<file path="src/rtl/mgr_stack_bus_ds_tx.sv">
// Manager-side downstream stack-bus transmitter: store-and-forward packet FIFO
// with input framing policing and a registered stack-bus output stage.
module mgr_stack_bus_ds_tx #(
  parameter int DATA_W      = 32,
  parameter int DEPTH       = 16,
  parameter int PKT_MAX_LEN = 16,
  parameter int CNT_W       = $clog2(DEPTH+1)
) (
  input  logic              clk,
  input  logic              reset_poweron,
  input  logic              mgr_ds_valid,
  input  logic [1:0]        mgr_ds_cntl,
  input  logic [DATA_W-1:0] mgr_ds_data,
  output logic              mgr_ds_ready,
  output logic              sb_ds_valid,
  output logic [1:0]        sb_ds_cntl,
  output logic [DATA_W-1:0] sb_ds_data,
  input  logic              sb_ds_ready,
  output logic [CNT_W-1:0]  pkts_buffered,
  output logic              err_pkt_too_long,
  output logic              err_protocol
);

  localparam int AW = (DEPTH > 1) ? $clog2(DEPTH) : 1;
  localparam int WW = $clog2(PKT_MAX_LEN+1);

  localparam logic [1:0] C_MOP = 2'b00;
  localparam logic [1:0] C_SOP = 2'b01;
  localparam logic [1:0] C_EOP = 2'b10;
  localparam logic [1:0] C_SOM = 2'b11;

  typedef enum logic [1:0] {IN_IDLE, IN_PKT, IN_DROP} in_st_t;
  typedef enum logic       {OUT_IDLE, OUT_SEND}       out_st_t;

  logic [DATA_W+1:0] mem_q [DEPTH];

  logic [AW-1:0]     wr_ptr_q, wr_ptr_d, rd_ptr_q, rd_ptr_d;
  logic [CNT_W-1:0]  occ_q, occ_d, pkts_q, pkts_d;
  in_st_t            in_st_q, in_st_d;
  out_st_t           out_st_q, out_st_d;
  logic [WW-1:0]     word_cnt_q, word_cnt_d;
  logic              err_long_q, err_long_d, err_proto_q, err_proto_d;
  logic              sb_valid_q, sb_valid_d;
  logic [1:0]        sb_cntl_q, sb_cntl_d;
  logic [DATA_W-1:0] sb_data_q, sb_data_d;

  logic              fifo_full, fifo_empty, in_ready, acc;
  logic              wr_en, rd_en, pkt_done, pkt_pop, load_en;
  logic [1:0]        wr_cntl, head_cntl;
  logic [DATA_W-1:0] head_data;
  logic [WW-1:0]     word_cnt_inc;

  assign fifo_full    = (occ_q == CNT_W'(DEPTH));
  assign fifo_empty   = (occ_q == '0);
  // Ready is held low while reset is asserted so every output reads 0 in reset.
  assign in_ready     = !reset_poweron && ((in_st_q == IN_DROP) || !fifo_full);
  assign acc          = mgr_ds_valid && in_ready;
  assign word_cnt_inc = word_cnt_q + WW'(1);
  assign head_cntl    = mem_q[rd_ptr_q][DATA_W+1:DATA_W];
  assign head_data    = mem_q[rd_ptr_q][DATA_W-1:0];
  assign load_en      = !sb_valid_q || sb_ds_ready;

  // Input framing FSM
  always_comb begin
    in_st_d     = in_st_q;
    word_cnt_d  = word_cnt_q;
    err_long_d  = err_long_q;
    err_proto_d = err_proto_q;
    wr_en       = 1'b0;
    wr_cntl     = mgr_ds_cntl;
    pkt_done    = 1'b0;
    if (acc) begin
      case (in_st_q)
        IN_IDLE: begin
          case (mgr_ds_cntl)
            C_SOM: begin
              wr_en    = 1'b1;
              pkt_done = 1'b1;
            end
            C_SOP: begin
              wr_en      = 1'b1;
              word_cnt_d = WW'(1);
              in_st_d    = IN_PKT;
            end
            default: err_proto_d = 1'b1;
          endcase
        end
        IN_PKT: begin
          wr_en      = 1'b1;
          word_cnt_d = word_cnt_inc;
          if (mgr_ds_cntl == C_EOP) begin
            pkt_done = 1'b1;
            in_st_d  = IN_IDLE;
          end else begin
            if (mgr_ds_cntl == C_SOP || mgr_ds_cntl == C_SOM) begin
              err_proto_d = 1'b1;
              wr_cntl     = C_MOP;
            end
            // Truncate at the length limit so the stored packet is always complete.
            if (word_cnt_inc == WW'(PKT_MAX_LEN)) begin
              wr_cntl    = C_EOP;
              pkt_done   = 1'b1;
              err_long_d = 1'b1;
              in_st_d    = IN_DROP;
            end
          end
        end
        IN_DROP: begin
          if (mgr_ds_cntl == C_EOP) in_st_d = IN_IDLE;
        end
        default: in_st_d = IN_IDLE;
      endcase
    end
  end

  // Output FSM: only starts a packet once it is wholly resident in the FIFO
  always_comb begin
    out_st_d   = out_st_q;
    sb_valid_d = sb_valid_q;
    sb_cntl_d  = sb_cntl_q;
    sb_data_d  = sb_data_q;
    rd_en      = 1'b0;
    pkt_pop    = 1'b0;
    if (load_en) begin
      sb_valid_d = 1'b0;
      case (out_st_q)
        OUT_IDLE: begin
          if (pkts_q != '0) begin
            rd_en      = 1'b1;
            sb_valid_d = 1'b1;
            sb_cntl_d  = head_cntl;
            sb_data_d  = head_data;
            if (head_cntl == C_SOP) out_st_d = OUT_SEND;
            else                    pkt_pop  = 1'b1;
          end
        end
        OUT_SEND: begin
          if (!fifo_empty) begin
            rd_en      = 1'b1;
            sb_valid_d = 1'b1;
            sb_cntl_d  = head_cntl;
            sb_data_d  = head_data;
            if (head_cntl == C_EOP) begin
              pkt_pop  = 1'b1;
              out_st_d = OUT_IDLE;
            end
          end
        end
        default: out_st_d = OUT_IDLE;
      endcase
    end
  end

  always_comb begin
    wr_ptr_d = wr_ptr_q + AW'(wr_en);
    rd_ptr_d = rd_ptr_q + AW'(rd_en);
    case ({wr_en, rd_en})
      2'b10:   occ_d = occ_q + CNT_W'(1);
      2'b01:   occ_d = occ_q - CNT_W'(1);
      default: occ_d = occ_q;
    endcase
    case ({pkt_done, pkt_pop})
      2'b10:   pkts_d = pkts_q + CNT_W'(1);
      2'b01:   pkts_d = pkts_q - CNT_W'(1);
      default: pkts_d = pkts_q;
    endcase
  end

  always_ff @(posedge clk) begin
    if (wr_en) mem_q[wr_ptr_q] <= {wr_cntl, mgr_ds_data};
  end

  always_ff @(posedge clk or posedge reset_poweron) begin
    if (reset_poweron) begin
      wr_ptr_q    <= '0;
      rd_ptr_q    <= '0;
      occ_q       <= '0;
      pkts_q      <= '0;
      in_st_q     <= IN_IDLE;
      out_st_q    <= OUT_IDLE;
      word_cnt_q  <= '0;
      err_long_q  <= 1'b0;
      err_proto_q <= 1'b0;
      sb_valid_q  <= 1'b0;
      sb_cntl_q   <= '0;
      sb_data_q   <= '0;
    end else begin
      wr_ptr_q    <= wr_ptr_d;
      rd_ptr_q    <= rd_ptr_d;
      occ_q       <= occ_d;
      pkts_q      <= pkts_d;
      in_st_q     <= in_st_d;
      out_st_q    <= out_st_d;
      word_cnt_q  <= word_cnt_d;
      err_long_q  <= err_long_d;
      err_proto_q <= err_proto_d;
      sb_valid_q  <= sb_valid_d;
      sb_cntl_q   <= sb_cntl_d;
      sb_data_q   <= sb_data_d;
    end
  end

  assign mgr_ds_ready     = in_ready;
  assign sb_ds_valid      = sb_valid_q;
  assign sb_ds_cntl       = sb_cntl_q;
  assign sb_ds_data       = sb_data_q;
  assign pkts_buffered    = pkts_q;
  assign err_pkt_too_long = err_long_q;
  assign err_protocol     = err_proto_q;

endmodule

</file>
<file path="config.mk">
export PLATFORM = sky130hd
export DESIGN_NAME = mgr_stack_bus_ds_tx
export DESIGN_NICKNAME = d
export VERILOG_FILES = /design/src/rtl/mgr_stack_bus_ds_tx.sv
export SDC_FILE = /design/constraint.sdc
export NUM_CORES = 1
export LEC_CHECK = 0
export ABC_AREA = 0
export CAP_MARGIN = 20
export CORE_MARGIN = 1.5
export CORE_UTILIZATION = 55
export CTS_BUF_LIST = sky130_fd_sc_hd__clkbuf_8
export DETAILED_ROUTE_END_ITERATION = 8
export PLACE_DENSITY = 0.76
export SYNTH_ARGS = -nofsm -noshare
export SYNTH_HDL_FRONTEND = slang
export SYNTH_SLANG_ARGS = --single-unit
</file>
<file path="constraint.sdc">
create_clock -name clk -period 4.3 [get_ports clk]
set_input_delay 1.29 -clock clk [delete_from_list [all_inputs] [get_ports clk]]
set_output_delay 1.29 -clock clk [all_outputs]
set_load 0.02 [all_outputs]
</file>
; Yosys cells after proc, flatten, opt, wreduce, memory -nomap -nowiden
; Memories as Yosys holds them, arrays and structs flattened.
; Cells that the tools add are included.
[totals]
n_memories = 1
out_inout_bits = 43
ram_bits = 544
register_bits = 63
[classes]
n_mux = 49
bitwise = 2
n_addsub = 7
n_reduce_logical = 20
n_eq_ne = 21
[memory_table]
columns = memory, depth, word_bits, rd, rd_clocked_by_memory_dff, write_ports, line
row1 = mem_q, 16, 34, 1, 0, 1, 35  ; logic [DATA_W+1:0] mem_q [DEPTH];
[op_table]
columns = op, n
row1 = $mux 32, 2
row2 = $pmux 32 s2, 1
row3 = $pmux 5 s2, 3
row4 = $mux 1, 23
row5 = $mux 2, 11
row6 = $add 5x1->5 const B, 3
row7 = $eq 2x2->1 const B, 6
row8 = $ne 2x2->1 const B, 6
row9 = $pmux 1 s2, 6
row10 = $eq 2x1->1 const B, 5
row11 = $eq 5x5->1 const B, 2
row12 = $sub 5x1->5 const B, 2
row13 = $add 4x1->4, 2
row14 = $reduce_and 4->1, 2
row15 = $pmux 2 s3, 1
row16 = $reduce_and 3->1, 2
row17 = $reduce_bool 2->1, 3
row18 = $logic_not 5->1, 1
row19 = $mux 5, 1
row20 = $reduce_and 5->1, 1
row21 = $reduce_bool 5->1, 1
row22 = $pmux 2 s2, 1
row23 = $logic_not 1->1, 3
row24 = $logic_or 1x1->1, 3
row25 = other kinds (6), 8

; Logic depth before layout (Yosys ltp)
[depth]
depth_word = 8
depth_mapped = 14
mapped_depth_nobuf = 13

; Worst setup path after synthesis
; Ideal clock, no wire load.
[synth_timing]
path_kind = input to register
start = input port reset_poweron
end = memory mem_q[0][0] in the netlist's numbering, enable pin
arrival_time_ps = 4694
cell_stages = 5
path_slack_ps = -861
required_ps = 3833
path_cell_list = nand2b_1 -> a211oi_2 -> o21ai_0 -> or3_1 -> nor3_1
[synth_via]
elab_chain_len = 6
[synth_rtl]
columns = item, line
row1 = from (decl), 10  ; input logic reset_poweron,
row2 = $logic_not 1->1 (no line), -
row3 = $logic_and 1x1->1, 56  ; assign in_ready = !reset_poweron && ((in_st_q == IN_DROP) || !fifo_full);
row4 = $logic_and 1x1->1, 57  ; assign acc = mgr_ds_valid && in_ready;
row5 = $mux 1, 72  ; if (acc) begin
row6 = $mux 1, 170  ; if (wr_en) mem_q[wr_ptr_q] <= {wr_cntl, mgr_ds_data};
row7 = $mux 1 (not written as such), 170
row8 = to (decl), 35
; No other way between the ends.

; Worst setup path after layout
[layout_timing]
start = input port reset_poweron
end = output port mgr_ds_ready
[layout_via]
elab_chain_len = 2
[layout_rtl]
columns = item, line
row1 = $logic_not 1->1 (no line), -
row2 = $logic_and 1x1->1, 56
row3 = to (decl), 14  ; output logic mgr_ds_ready,
; No other way between the ends.

==> impl_metrics.json <==
{
  "status": "completed",
  "fmax_mhz": 262,
  "ys.flop_type": "edfxtp_1",
  "start_util_pct": 55.8,
  "root_buffer": "clkbuf_8",
  "drive_gt1_share_pct": 31.2,
  "power.internal_mw": 12.0,
  "r2r-end": "pkts_buffered[4]",
  "synth_area_per_cell_sq_um": 23.3,
  "grt_pass1_vias": 11500,
  "final_area_sq_um": 27100,
  "cp_max_fo": 3,
  "die_area_sq_um": 43800,
  "clkPwrFrac_pct": 27.9,
  "fin_crit_sh_pct": 88.7,
  "worstPathRequired_ns": 3.01,
  "power.switching_mw": 4.81,
  "drc": 0,
  "fin_util_pct": 64.6,
  "cap_violations": 0,
  "p_seq_share_pct": 43.9,
  "p_sw_share_pct": 28.6,
  "hp-start": "err_protocol",
  "grt_overflow": 0,
  "synth-edff-count": 544,
  "min_to": "err_protocol",
  "register_area_sq_um": 17900,
  "multiInputGateArea_sq_um": 5330,
  "die_h_um": 209,
  "leakage_nw": 8.96,
  "drt_iter0_markers": 1020,
  "drv_slew": 0,
  "cp-end-kind": "primary output",
  "place_hpwl_um": 26100,
  "clk_pin_slew_ns": 0.06,
  "r2r_slack_ns": 0.49,
  "synthTopCellsByCount": "edfxtp_1, mux4_2, dfrtp_1",
  "relSlewSlack_pct": 38.4,
  "cts_tree": "built",
  "min_path_cells": 1,
  "grt_usage_pct": 22.0,
  "cts.htree.levels": 3,
  "viasPerCell": 6.05,
  "finalSetupViolations": 0,
  "ios": 81,
  "async_flop_share_pct": 10.4,
  "place_inst": 1618,
  "yosys.area.top_type_share_pct": 69.7,
  "crit-reg2reg-launch": "rd_ptr_q[0]",
  "syn_to_final_growth_pct": 15.7,
  "setup_slack_ns": 0.484,
  "fin_setup_tns_ns": 0,
  "cts_resized": 0,
  "critPathKind": "in -> out",
  "vias": 10800,
  "grt_max_degree": 100,
  "rows": 75,
  "max_slew.worst_pin.slew_ns": 0.924,
  "hp-class": "reg -> reg",
  "min_period_ns": 3.82,
  "fin_worst_skew_ns": 0.0396,
  "syn_area_sq_um": 23400,
  "yosysWarnings": 0,
  "cts_num_sinks": 607,
  "die_w_um": 209,
  "syn_nets": 1060,
  "syn_inst": 1007,
  "vdd_ir_drop_max_v": 0.000647,
  "grt_pass1_wl_um": 70700,
  "final-hold-violation-count": 0,
  "synthTopCellsByArea": "edfxtp_1, mux4_2, dfrtp_1",
  "post_cts_buffers": 0,
  "routed_wl_um": 45800,
  "final_cells": 1793,
  "pwr_density_cell_nw_per_um2": 622,
  "antenna_found_initial": 1,
  "synth.largest_area_cell": "edfxtp_1",
  "io_buffers": 80,
  "yosysUniqueCellTypes": 39,
  "clock_tree.buffer_depth": 3,
  "place.gp.congestion": 0.783,
  "yosys_register_bits": 607,
  "hold_buffers": 0,
  "core_area_sq_um": 41900,
  "reg2regPathDepth": 12,
  "yosys.cell_count.top_type": "edfxtp_1",
  "place_area_sq_um": 25200,
  "critPathLaunchType": "input port",
  "dr.pass1.iters": 7,
  "wl_per_cell_um": 25.6,
  "fillers": 2593,
  "rsz0062_at_grt": "no",
  "nNetsFinal": 1228,
  "yosysSeqAreaShare_pct": 76.5,
  "cts_buffers": 93,
  "clk_latency_ns": 0.66,
  "critPathArrivalTime_ns": 2.53,
  "dpl_worst_slack_ns": 0.238,
  "ant_nets": 0,
  "comb_power_share_pct": 28.2
}
[cell type report]
class                      instances  share of cell area, %
sequential                       607                   66.1
multi-input combinational        346                   19.7
clock buffer                     101                   5.13
timing repair buffer             120                   4.73
tap                              539                   2.49
clock inverter                    72                   1.78
inverter                           7                  0.102
antenna                            1                0.00923
[flip-flops by register name (all words and copies together) (netlist names)]
name,cells
word_cnt_q,5
err_pkt_too_long,1
sb_ds_valid,1
sb_ds_data,32
err_protocol,1
out_st_q,1
wr_ptr_q,4
sb_ds_cntl,2
mem_q,544
occ_q,5
in_st_q,2
rd_ptr_q,4
pkts_buffered,5
[cells by family after synthesis]
family	count (synthesis)	share of synthesized area (%)
multiplexers	210	18.2
adder cells (fa/ha/maj)	15	0.865
buffers and inverters	54	1.39
AO/OA/AOI/OAI	37	1.03
flip-flops	607	76.5
AND/OR/NAND/NOR	68	1.46
XOR/XNOR	16	0.598
[routing by layer]
layer	up-vias	wire length (um)	track usage (%)
li1	4590	-	-
met1	5782	18800	30.8
met2	410	23400	36.2
met3	67	2820	3.91
met4	0	826	6.25
met5	-	0	0
[power by group through the flow]
stage	Clock (mW)	Sequential, mW	Combinational [mW]
6_report	4.70	7.39	4.76
4_1_cts	4.81	7.41	4.84
3_3_place_gp	0	7.50	4.76
2_1_floorplan	0	7.46	3.44
5_1_grt	5.05	7.47	5.09
3_5_place_dp	0	7.52	4.82
[cell usage in the layout (no fill, tap or decap), types with 10 or more instances in the layout]
cell type,netlist,layout
buf_4,0,26
nor2_4,0,13
mux2_2,37,37
nand2_1,15,15
clkdlybuf4s50_1,0,80
clkbuf_8,0,101
ha_1,13,13
edfxtp_1,544,544
o21ai_0,14,14
inv_1,7,42
clkinv_1,0,16
buf_12,0,13
mux4_2,169,169
dfrtp_1,63,59
xor2_1,10,10
[stage by stage]
step,power [mW],hold WS (ns)
finish,16.9,0.456
global route,17.6,0.490
global placement,12.3,0.445
detailed placement,12.3,0.448
floorplan,10.9,0.473
CTS,17.1,0.461
[worst max-delay path: stages]
cell and delay (ns):
clkdlybuf4s50_1 0.45, a31oi_1 0.16, clkdlybuf4s50_1 0.62
[worst max path at each step]
stage                              from                to  slack (ns)  cells after the start
after floorplan           reset_poweron       mem_q[4][0]        0.05                      5
after global placement    reset_poweron          occ_q[4]        0.37                     11
after detailed placement    sb_ds_ready  pkts_buffered[4]        0.24                     12
after CTS                   rd_ptr_q[0]  pkts_buffered[4]        0.46                     12
after global routing        rd_ptr_q[0]  pkts_buffered[4]        0.23                     12
final                     reset_poweron      mgr_ds_ready        0.48                      3
Note: power is estimated with default switching activity, not from simulation.
